## config.mk

```make
export PLATFORM = sky130hd
export DESIGN_NAME = instr_loader_flat
export DESIGN_NICKNAME = d
export VERILOG_FILES = /design/src/rtl/instr_loader_if.sv /design/src/rtl/instr_loader.sv /design/src/flat_wrapper.sv
export SDC_FILE = /design/constraint.sdc
export NUM_CORES = 1
export LEC_CHECK = 0
export BUFFER_PORTS_ARGS = -buffer_cell sky130_fd_sc_hd__buf_2
export CAP_MARGIN = 20
export CORE_MARGIN = 4
export CORE_UTILIZATION = 55
export DETAILED_ROUTE_END_ITERATION = 7
export HOLD_SLACK_MARGIN = 0.1
export PLACE_DENSITY = 0.79
export SLEW_MARGIN = 20
export SYNTH_ARGS = -nofsm -noshare
export SYNTH_HDL_FRONTEND = slang
export SYNTH_SLANG_ARGS = --single-unit
```

## constraint.sdc

```tcl
create_clock -name i_clk -period 3.45 [get_ports i_clk]
set_input_delay 0.69 -clock i_clk [delete_from_list [all_inputs] [get_ports i_clk]]
set_output_delay 0.69 -clock i_clk [all_outputs]
set_load 0.02 [all_outputs]
```

## src/rtl/instr_loader_if.sv

```systemverilog
`default_nettype none
// ---- instr_loader_if : byte-in / word-write bus between UART path, loader and instruction memory, rev 1.0 ----
interface instr_loader_if #(
  parameter int NB_BYTE  = 8,
  parameter int NB_INSTR = 32,
  parameter int NB_ADDR  = 8
);
  logic                i_start;
  logic [NB_BYTE-1:0]  i_rx_data;
  logic                i_rx_valid;
  logic                o_wr_en;
  logic [NB_ADDR-1:0]  o_wr_addr;
  logic [NB_INSTR-1:0] o_wr_data;
  logic                o_busy;
  logic                o_done;
  logic                o_overflow;

  modport slave (
    input  i_start, i_rx_data, i_rx_valid,
    output o_wr_en, o_wr_addr, o_wr_data, o_busy, o_done, o_overflow
  );

  modport master (
    output i_start, i_rx_data, i_rx_valid,
    input  o_wr_en, o_wr_addr, o_wr_data, o_busy, o_done, o_overflow
  );
endinterface
`default_nettype wire

```

## src/rtl/instr_loader.sv

```systemverilog
`default_nettype none
// ---- instr_loader : assembles big-endian instruction words from a byte stream and writes them, rev 1.0 ----
module instr_loader #(
  parameter int                  NB_BYTE   = 8,
  parameter int                  NB_INSTR  = 32,
  parameter int                  NB_ADDR   = 8,
  parameter logic [NB_INSTR-1:0] HALT_WORD = 32'hFFFF_FFFF
) (
  input  logic           i_clk,
  input  logic           i_rst_n,
  instr_loader_if.slave  bus
);

  localparam logic [1:0] S_IDLE = 2'd0;
  localparam logic [1:0] S_LOAD = 2'd1;
  localparam logic [1:0] S_DONE = 2'd2;

  logic [1:0]          state;
  logic [1:0]          next_state;
  logic [1:0]          byte_cnt;
  logic [NB_ADDR-1:0]  word_addr;
  logic [NB_INSTR-1:0] asm_word;
  logic [NB_INSTR-1:0] next_word;
  logic                wr_en;
  logic [NB_ADDR-1:0]  wr_addr;
  logic [NB_INSTR-1:0] wr_data;
  logic                overflow;
  logic                busy;
  logic                done;
  logic                last_byte;
  logic                is_halt;
  logic                at_last;
  logic                restart;

  assign next_word = {asm_word[NB_INSTR-NB_BYTE-1:0], bus.i_rx_data};
  assign last_byte = (state == S_LOAD) && bus.i_rx_valid && (byte_cnt == 2'd3);
  assign is_halt   = (next_word == HALT_WORD);
  assign at_last   = (word_addr == {NB_ADDR{1'b1}});
  // i_start only counts outside LOAD; a partial word survives a stray start
  assign restart   = bus.i_start && (state != S_LOAD);

  always_ff @(posedge i_clk or negedge i_rst_n) begin
    if (!i_rst_n) begin
      state <= S_IDLE;
    end else begin
      state <= next_state;
    end
  end

  always_comb begin
    next_state = state;
    case (state)
      S_IDLE:  if (bus.i_start) next_state = S_LOAD;
      S_LOAD:  if (last_byte && (is_halt || at_last)) next_state = S_DONE;
      S_DONE:  if (bus.i_start) next_state = S_LOAD;
      default: next_state = S_IDLE;
    endcase
  end

  always_comb begin
    busy = 1'b0;
    done = 1'b0;
    case (state)
      S_LOAD:  busy = 1'b1;
      S_DONE:  done = 1'b1;
      default: ;
    endcase
  end

  always_ff @(posedge i_clk or negedge i_rst_n) begin
    if (!i_rst_n) begin
      byte_cnt  <= 2'd0;
      word_addr <= '0;
      asm_word  <= '0;
      wr_en     <= 1'b0;
      wr_addr   <= '0;
      wr_data   <= '0;
      overflow  <= 1'b0;
    end else begin
      wr_en <= 1'b0;
      if (state == S_IDLE || restart) begin
        byte_cnt  <= 2'd0;
        word_addr <= '0;
        asm_word  <= '0;
        overflow  <= 1'b0;
      end else if (state == S_LOAD && bus.i_rx_valid) begin
        asm_word <= next_word;
        byte_cnt <= byte_cnt + 2'd1;
        if (byte_cnt == 2'd3) begin
          wr_en     <= 1'b1;
          wr_addr   <= word_addr;
          wr_data   <= next_word;
          word_addr <= word_addr + 1'b1;
          if (!is_halt && at_last) overflow <= 1'b1;
        end
      end
    end
  end

  assign bus.o_wr_en     = wr_en;
  assign bus.o_wr_addr   = wr_addr;
  assign bus.o_wr_data   = wr_data;
  assign bus.o_busy      = busy;
  assign bus.o_done      = done;
  assign bus.o_overflow  = overflow;

endmodule
`default_nettype wire

```

## src/flat_wrapper.sv

```systemverilog
// flat-port wrapper written by rule: the top's interface ports become plain ports
module instr_loader_flat 
#(
  parameter int                  NB_BYTE   = 8,
  parameter int                  NB_INSTR  = 32,
  parameter int                  NB_ADDR   = 8,
  parameter logic [NB_INSTR-1:0] HALT_WORD = 32'hFFFF_FFFF
)
  (i_clk, i_rst_n, bus_i_start, bus_i_rx_data, bus_i_rx_valid, bus_o_wr_en, bus_o_wr_addr, bus_o_wr_data, bus_o_busy, bus_o_done, bus_o_overflow);
  instr_loader_if #(.NB_BYTE(NB_BYTE), .NB_INSTR(NB_INSTR), .NB_ADDR(NB_ADDR)) bus_i ();
  input  logic i_clk;
  input  logic i_rst_n;
  input wire logic [$bits(bus_i.i_start)-1:0] bus_i_start;
  input wire logic [$bits(bus_i.i_rx_data)-1:0] bus_i_rx_data;
  input wire logic [$bits(bus_i.i_rx_valid)-1:0] bus_i_rx_valid;
  output wire logic [$bits(bus_i.o_wr_en)-1:0] bus_o_wr_en;
  output wire logic [$bits(bus_i.o_wr_addr)-1:0] bus_o_wr_addr;
  output wire logic [$bits(bus_i.o_wr_data)-1:0] bus_o_wr_data;
  output wire logic [$bits(bus_i.o_busy)-1:0] bus_o_busy;
  output wire logic [$bits(bus_i.o_done)-1:0] bus_o_done;
  output wire logic [$bits(bus_i.o_overflow)-1:0] bus_o_overflow;
  assign bus_i.i_start = bus_i_start;
  assign bus_i.i_rx_data = bus_i_rx_data;
  assign bus_i.i_rx_valid = bus_i_rx_valid;
  assign bus_o_wr_en = bus_i.o_wr_en;
  assign bus_o_wr_addr = bus_i.o_wr_addr;
  assign bus_o_wr_data = bus_i.o_wr_data;
  assign bus_o_busy = bus_i.o_busy;
  assign bus_o_done = bus_i.o_done;
  assign bus_o_overflow = bus_i.o_overflow;
  instr_loader #(.NB_BYTE(NB_BYTE), .NB_INSTR(NB_INSTR), .NB_ADDR(NB_ADDR), .HALT_WORD(HALT_WORD)) u_core (.i_clk(i_clk), .i_rst_n(i_rst_n), .bus(bus_i));
endmodule
```

==> impl_metrics.yaml, run 1 <==
drt:
  drt_wl_total_um: 6520
  routedWlPerCell_um: 14.3
  initialDrtViolationCount: 108
  num_vias: 2430
  drt_first_pass_iters: 4
  ant_nets: 0
  drc: 0
  vias_per_cell: 5.33
floorplanning:
  row_count: 27
  pin_count: 56
  fp.dieW_um: 84.2
  start_util: 0.573
  dieHeight_um: 84.2
  dieArea_um2: 7090
  core_um2: 5570
timing:
  fmax_mhz: 476
  finalCritPeriodShare: 0.609
  finClkSkew_ns: 0.00817
  setup_tns_ns: 0
  min_period_ns: 2.10
  rsz0062_at_grt: "false"
  drv_slew: 0
  hold_violations: 0
  fin_hold_ws_ns: 0.472
  worst_pin_slew_ns: 0.950
  setup_viol: 0
  slew_headroom: 0.367
power_and_ir_drop:
  power.total_mw: 2.94
  powerDensity_nw_per_um2: 787
  leakagePower_nw: 1.99
  ir_drop_mv: 0.503
logic_synthesis:
  syn_area_um2: 3190
  synth_fp_nets: 341
  yosysWarnings: 0
  ys_types: 39
  synth_seq_area_share: 0.612
  synth_seq_cells: 78
  syn_avg_cell_area_um2: 9.76
  syn_inst: 327
grt:
  grt_antenna_before_repair: 0
  grt_first_pass_wirelength_um: 11300
  grt_pass1_vias: 2435
  grtUsageTotal: 0.199
  grt_overflow: 0
  grt_max_degree: 79
critical_path:
  crit_path_end: "u_core.byte_cnt[0]$_DFFE_PN0P_"
  worst-path-buf-inv: 0
  critical_path.max_fanout: 27
  critPathLaunch: "u_core.state[1]$_DFFE_PN0P_"
  r2r_end: "u_core.byte_cnt[0]$_DFFE_PN0P_"
  crit_type: "flop to flop"
  reg2regPathDepth: 4
  end_kind: "flop"
  r2r_setup_slack_ns: 1.35
  critPathLaunchType: "flop"
  critPathRequiredTime_ns: 3.68
  max_stage_delay_ns: 0.78
  crit_family: "simple AND/OR/NAND/NOR gates"
  cpMaxStageDelayCell: "and2_1"
  rr_startpoint: "u_core.state[1]$_DFFE_PN0P_"
  crit_cells: 4
  path_cells: "nor2b_4 -> and2_1 -> nor2_4 -> mux2_2"
  arrival_ns: 2.33
clock_network:
  clk_path_buf_depth: 2
  cts_buffers: 9
  path_clk_slew_ns: 0.08
  cts_tree: "yes"
  htreeDepth: 3
  clkSinkCount: 78
  cts-root-buf: "clkbuf_8"
  insertion_delay_ns: 0.34
  postCtsSetupBuffers: 0
  cts_hold_buf: 0
  cts_resized: 0
layout:
  syn_to_final_growth_pct: 16.9
  fin_util: 0.669
  drive_above_1_share: 0.214
  n_antenna_cell: 0
  final_cell_mix: "154 x nand2_1, 78 x dfrtp_1, 54 x buf_2, 14 x a22o_1, 12 x a21oi_1"
  mostFrequentLayoutCell: "nand2_1"
  final_nets: 393
outcome:
  status: "finished clean"
place:
  port_buffers: 55
  dp_hpwl_um: 4440
  gp_congestion: 0.905
worst_hold_path:
  min_path_type: "flop to flop"
job:
  cap_viol_max_count: 0
## how the worst min path moves through the flow
stage                                        start                                   to  slack [ns]  cells past startpoint
3_5_place_dp   u_core.bus.o_wr_addr[4]$_DFFE_PN0P_  u_core.bus.o_wr_addr[4]$_DFFE_PN0P_        0.46                      2
3_3_place_gp   u_core.bus.o_wr_addr[4]$_DFFE_PN0P_  u_core.bus.o_wr_addr[4]$_DFFE_PN0P_        0.45                      2
5_1_grt        u_core.bus.o_wr_data[5]$_DFFE_PN0P_  u_core.bus.o_wr_data[5]$_DFFE_PN0P_        0.50                      2
6_report       u_core.bus.o_wr_addr[4]$_DFFE_PN0P_  u_core.bus.o_wr_addr[4]$_DFFE_PN0P_        0.47                      2
4_1_cts        u_core.bus.o_wr_addr[4]$_DFFE_PN0P_  u_core.bus.o_wr_addr[4]$_DFFE_PN0P_        0.48                      2
2_1_floorplan                              i_rst_n       u_core.asm_word[0]$_DFFE_PN0P_        0.39                      0
## final cells by class
cell class | instances | area (um2)
Sequential cell | 78 | 1950
Clock buffer | 11 | 151
Fill cell | 462 | 1840
Tap cell | 72 | 90.1
Timing Repair Buffer | 57 | 293
Multi-Input combinational cell | 229 | 1120
Clock inverter | 5 | 105
Inverter | 4 | 15.0
## worst register-to-register path: cells and delay by family, from the launching register on
kind | cells | cell delay (ns)
AND/OR/NAND/NOR | 3 | 1.18
multiplexers | 1 | 0.32
flip-flops | 1 | 0.47
## layer usage
layer,part of all wire,up-vias,track usage
met5,0,-,0
met4,0.016,0,0.0819
met3,0.058,9,0.0334
met2,0.47,66,0.306
met1,0.46,1173,0.282
li1,-,1182,-
## cell usage after synthesis
| cell | n | share of area |
|---|---|---|
| nand2_1 | 154 | 0.18 |
| dfrtp_1 | 78 | 0.61 |
| a22o_1 | 14 | 0.038 |
| a21oi_1 | 12 | 0.019 |
| nand4_1 | 8 | 0.016 |
| buf_2 | 6 | 0.0094 |
| o21ai_1 | 5 | 0.0078 |
| clkbuf_1 | 4 | 0.0047 |
| o21ai_0 | 4 | 0.0063 |
| buf_4 | 3 | 0.0071 |
| buf_6 | 3 | 0.011 |
| inv_1 | 3 | 0.0035 |
| nor2_1 | 3 | 0.0035 |
| a31oi_1 | 2 | 0.0039 |
| ha_1 | 2 | 0.0078 |
| nor4_1 | 2 | 0.0039 |
| o31ai_1 | 2 | 0.0047 |
| a21oi_2 | 1 | 0.0027 |
| a31o_1 | 1 | 0.0027 |
| and2_1 | 1 | 0.0020 |
| and3_1 | 1 | 0.0020 |
| and3_4 | 1 | 0.0035 |
| inv_2 | 1 | 0.0012 |
| mux2_2 | 1 | 0.0035 |
| nand2b_1 | 1 | 0.0020 |
| nand3_1 | 1 | 0.0016 |
| nand3_2 | 1 | 0.0031 |
| nand4b_1 | 1 | 0.0027 |
| nor2_2 | 1 | 0.0020 |
| nor2_4 | 1 | 0.0035 |
| nor2b_4 | 1 | 0.0043 |
| nor3_1 | 1 | 0.0016 |
| nor4_4 | 1 | 0.0067 |
| o211a_1 | 1 | 0.0031 |
| o221ai_1 | 1 | 0.0027 |
| o2bb2ai_1 | 1 | 0.0027 |
| o41ai_1 | 1 | 0.0027 |
| or3_1 | 1 | 0.0020 |
| xnor2_1 | 1 | 0.0027 |
## power by group
group          switching [mW]  leakage, nW  internal (mW)
Sequential              0.159         1.00           1.16
Clock                   0.327        0.122          0.520
Combinational           0.512        0.871          0.259
Total                   0.999         1.99           1.94
## sequential cells by signal, indices dropped and copies added (netlist names)
register               cells
u_core.bus.o_overflow      1
u_core.bus.o_wr_data      32
u_core.byte_cnt            2
u_core.word_addr           8
u_core.bus.o_wr_en         1
u_core.bus.o_wr_addr       8
u_core.asm_word           24
u_core.state               2
## metrics by stage
stage | instances | setup WS, ns | instance area [um2]
after floorplan | 327 | 1.90 | 3190
final | 456 | 1.35 | 3730
after global routing | 456 | 1.14 | 3730
after global placement | 440 | 1.31 | 3470
after CTS | 456 | 1.36 | 3730
after detailed placement | 440 | 1.27 | 3470
## kinds of logic after synthesis
family	count (synthesis)	share of synthesized area
flops	78	0.612
mux	1	0.00353
simple gates	180	0.241
buf+inv	20	0.0365
fa+ha+maj	2	0.00784
compound gates	45	0.0968
xor+xnor	1	0.00274
Note: power is estimated with default switching activity, not from simulation.
==> run 2: changes to the inputs <==
Clock period 3.45 ns to 2.2 ns, I/O delays scaled along.
==> run 2 against run 1 <==
  * Hold slack lost 0.15 ns
  * Highest routed layer unchanged
  * Largest power group unchanged
  * Final area is 1.3% higher
  * Count of clock-buffer cells in the layout unchanged
  * Critical path type unchanged
==> impl_metrics.yaml, run 2 (synthesis gave the netlist of run 1 again) <==
critical_path:
  rr_startpoint: "u_core.state[1]$_DFFE_PN0P_"
  critPathLaunchType: "flop"
  end_kind: "flop"
  crit_type: "flop to flop"
  cpMaxStageDelayCell: "dfrtp_1"
  critPathRequiredTime_ns: 2.44
  max_stage_delay_ns: 0.47
  critical_path.max_fanout: 9
  crit_family: "simple AND/OR/NAND/NOR gates"
  r2r_setup_slack_ns: 0.50
  worst-path-buf-inv: 1
  crit_cells: 5
  reg2regPathDepth: 5
  arrival_ns: 1.94
  path_cells: "nand4b_1 -> buf_4 -> nor4_4 -> xnor2_1 -> nor2_2"
  critPathLaunch: "u_core.state[1]$_DFFE_PN0P_"
timing:
  hold_violations: 0
  drv_slew: 0
  layout_setup_ws_ns: 0.497
  worst_pin_slew_ns: 0.512
  min_period_ns: 1.70
  finalCritPeriodShare: 0.774
  setup_viol: 0
  fin_hold_ws_ns: 0.324
  finClkSkew_ns: 0.00958
  setup_tns_ns: 0
  slew_headroom: 0.659
  fmax_mhz: 587
  rsz0062_at_grt: "false"
place:
  pre_cts_ws_ns: 0.532
  dpl_cell_area_um2: 3540
  post-place-cells: 446
  port_buffers: 55
  dp_hpwl_um: 4650
  gp_congestion: 0.822
power_and_ir_drop:
  leakagePower_nw: 2.01
  ir_drop_mv: 0.778
  powerDensity_nw_per_um2: 1190
  power.total_mw: 4.48
floorplanning:
  row_count: 27
  dieHeight_um: 84.2
  pin_count: 56
  core_um2: 5570
  start_util: 0.573
  fp.dieW_um: 84.2
  dieArea_um2: 7090
grt:
  grt_max_degree: 40
  grt_overflow: 0
  grt_antenna_before_repair: 0
  grtUsageTotal: 0.208
  grt_first_pass_wirelength_um: 11800
  grt_pass1_vias: 2457
drt:
  drt_first_pass_iters: 4
  initialDrtViolationCount: 192
  met3WireLength_um: 400
  drc: 0
  m1WireLength_um: 3150
  drt_wl_total_um: 6760
  routedWlPerCell_um: 14.6
  dr_wl_met2_um: 3080
  vias_per_cell: 5.46
  num_vias: 2526
  top_layer: "met4"
  ant_nets: 0
layout:
  fin_util: 0.678
  syn_to_final_growth_pct: 18.3
  final_cell_mix: "154 x nand2_1, 78 x dfrtp_1, 54 x buf_2, 14 x a22o_1, 12 x a21oi_1"
  mostFrequentLayoutCell: "nand2_1"
  final_nets: 400
  n_antenna_cell: 0
  drive_above_1_share: 0.223
  final_cells: 463
  final.fill_count: 438
  stdcell_area_um2: 3780
  largest_reg_flops: 32
clock_network:
  htreeDepth: 3
  cts_buffers: 9
  clkSinkCount: 78
  path_clk_slew_ns: 0.08
  postCtsSetupBuffers: 0
  clk_path_buf_depth: 2
  insertion_delay_ns: 0.34
  cts_resized: 0
  cts_hold_buf: 1
  cts_tree: "yes"
  cts-root-buf: "clkbuf_8"
job:
  cap_viol_max_count: 0
outcome:
  status: "finished clean"
worst_hold_path:
  min_from: "bus_i_rx_data[6]"
  min_path_type: "input pin to flop"
  whs_path_depth: 3
-- run 2: final cells by class --
type                            instances  area, um2  share of cell area
Tap cell                               72       90.1              0.0238
Timing Repair Buffer                   64        373              0.0987
Sequential cell                        78       1950               0.517
Clock inverter                          5       82.6              0.0219
Clock buffer                           11        141              0.0374
Inverter                                4       15.0             0.00397
Multi-Input combinational cell        229       1120               0.297
-- run 2: where the power goes --
group	total (mW)	internal, mW	switching, mW
clock network	1.18	0.670	0.513
logic	1.24	0.424	0.812
registers	2.06	1.82	0.246
-- run 2: final timing paths --
check,to
max,u_core.word_addr[7]$_DFFE_PN0P_
min,u_core.bus.o_wr_data[6]$_DFFE_PN0P_
max reg2reg,u_core.word_addr[7]$_DFFE_PN0P_
min reg2reg,u_core.bus.o_wr_addr[5]$_DFFE_PN0P_
max in group asynchronous,u_core.bus.o_wr_data[4]$_DFFE_PN0P_
min in group asynchronous,u_core.word_addr[4]$_DFFE_PN0P_
-- run 2: routing by layer --
| layer | global-route usage | vias up |
|---|---|---|
| li1 | - | 1211 |
| met1 | 0.291 | 1230 |
| met2 | 0.316 | 71 |
| met3 | 0.0491 | 14 |
| met4 | 0.0819 | 0 |
| met5 | 0 | - |
-- run 2: worst reg2reg max path, cell delays in order (launching register included) --
cell and delay, ns:
dfrtp_1 0.47, nand4b_1 0.37, buf_4 0.27, nor4_4 0.28, xnor2_1 0.16, nor2_2 0.04
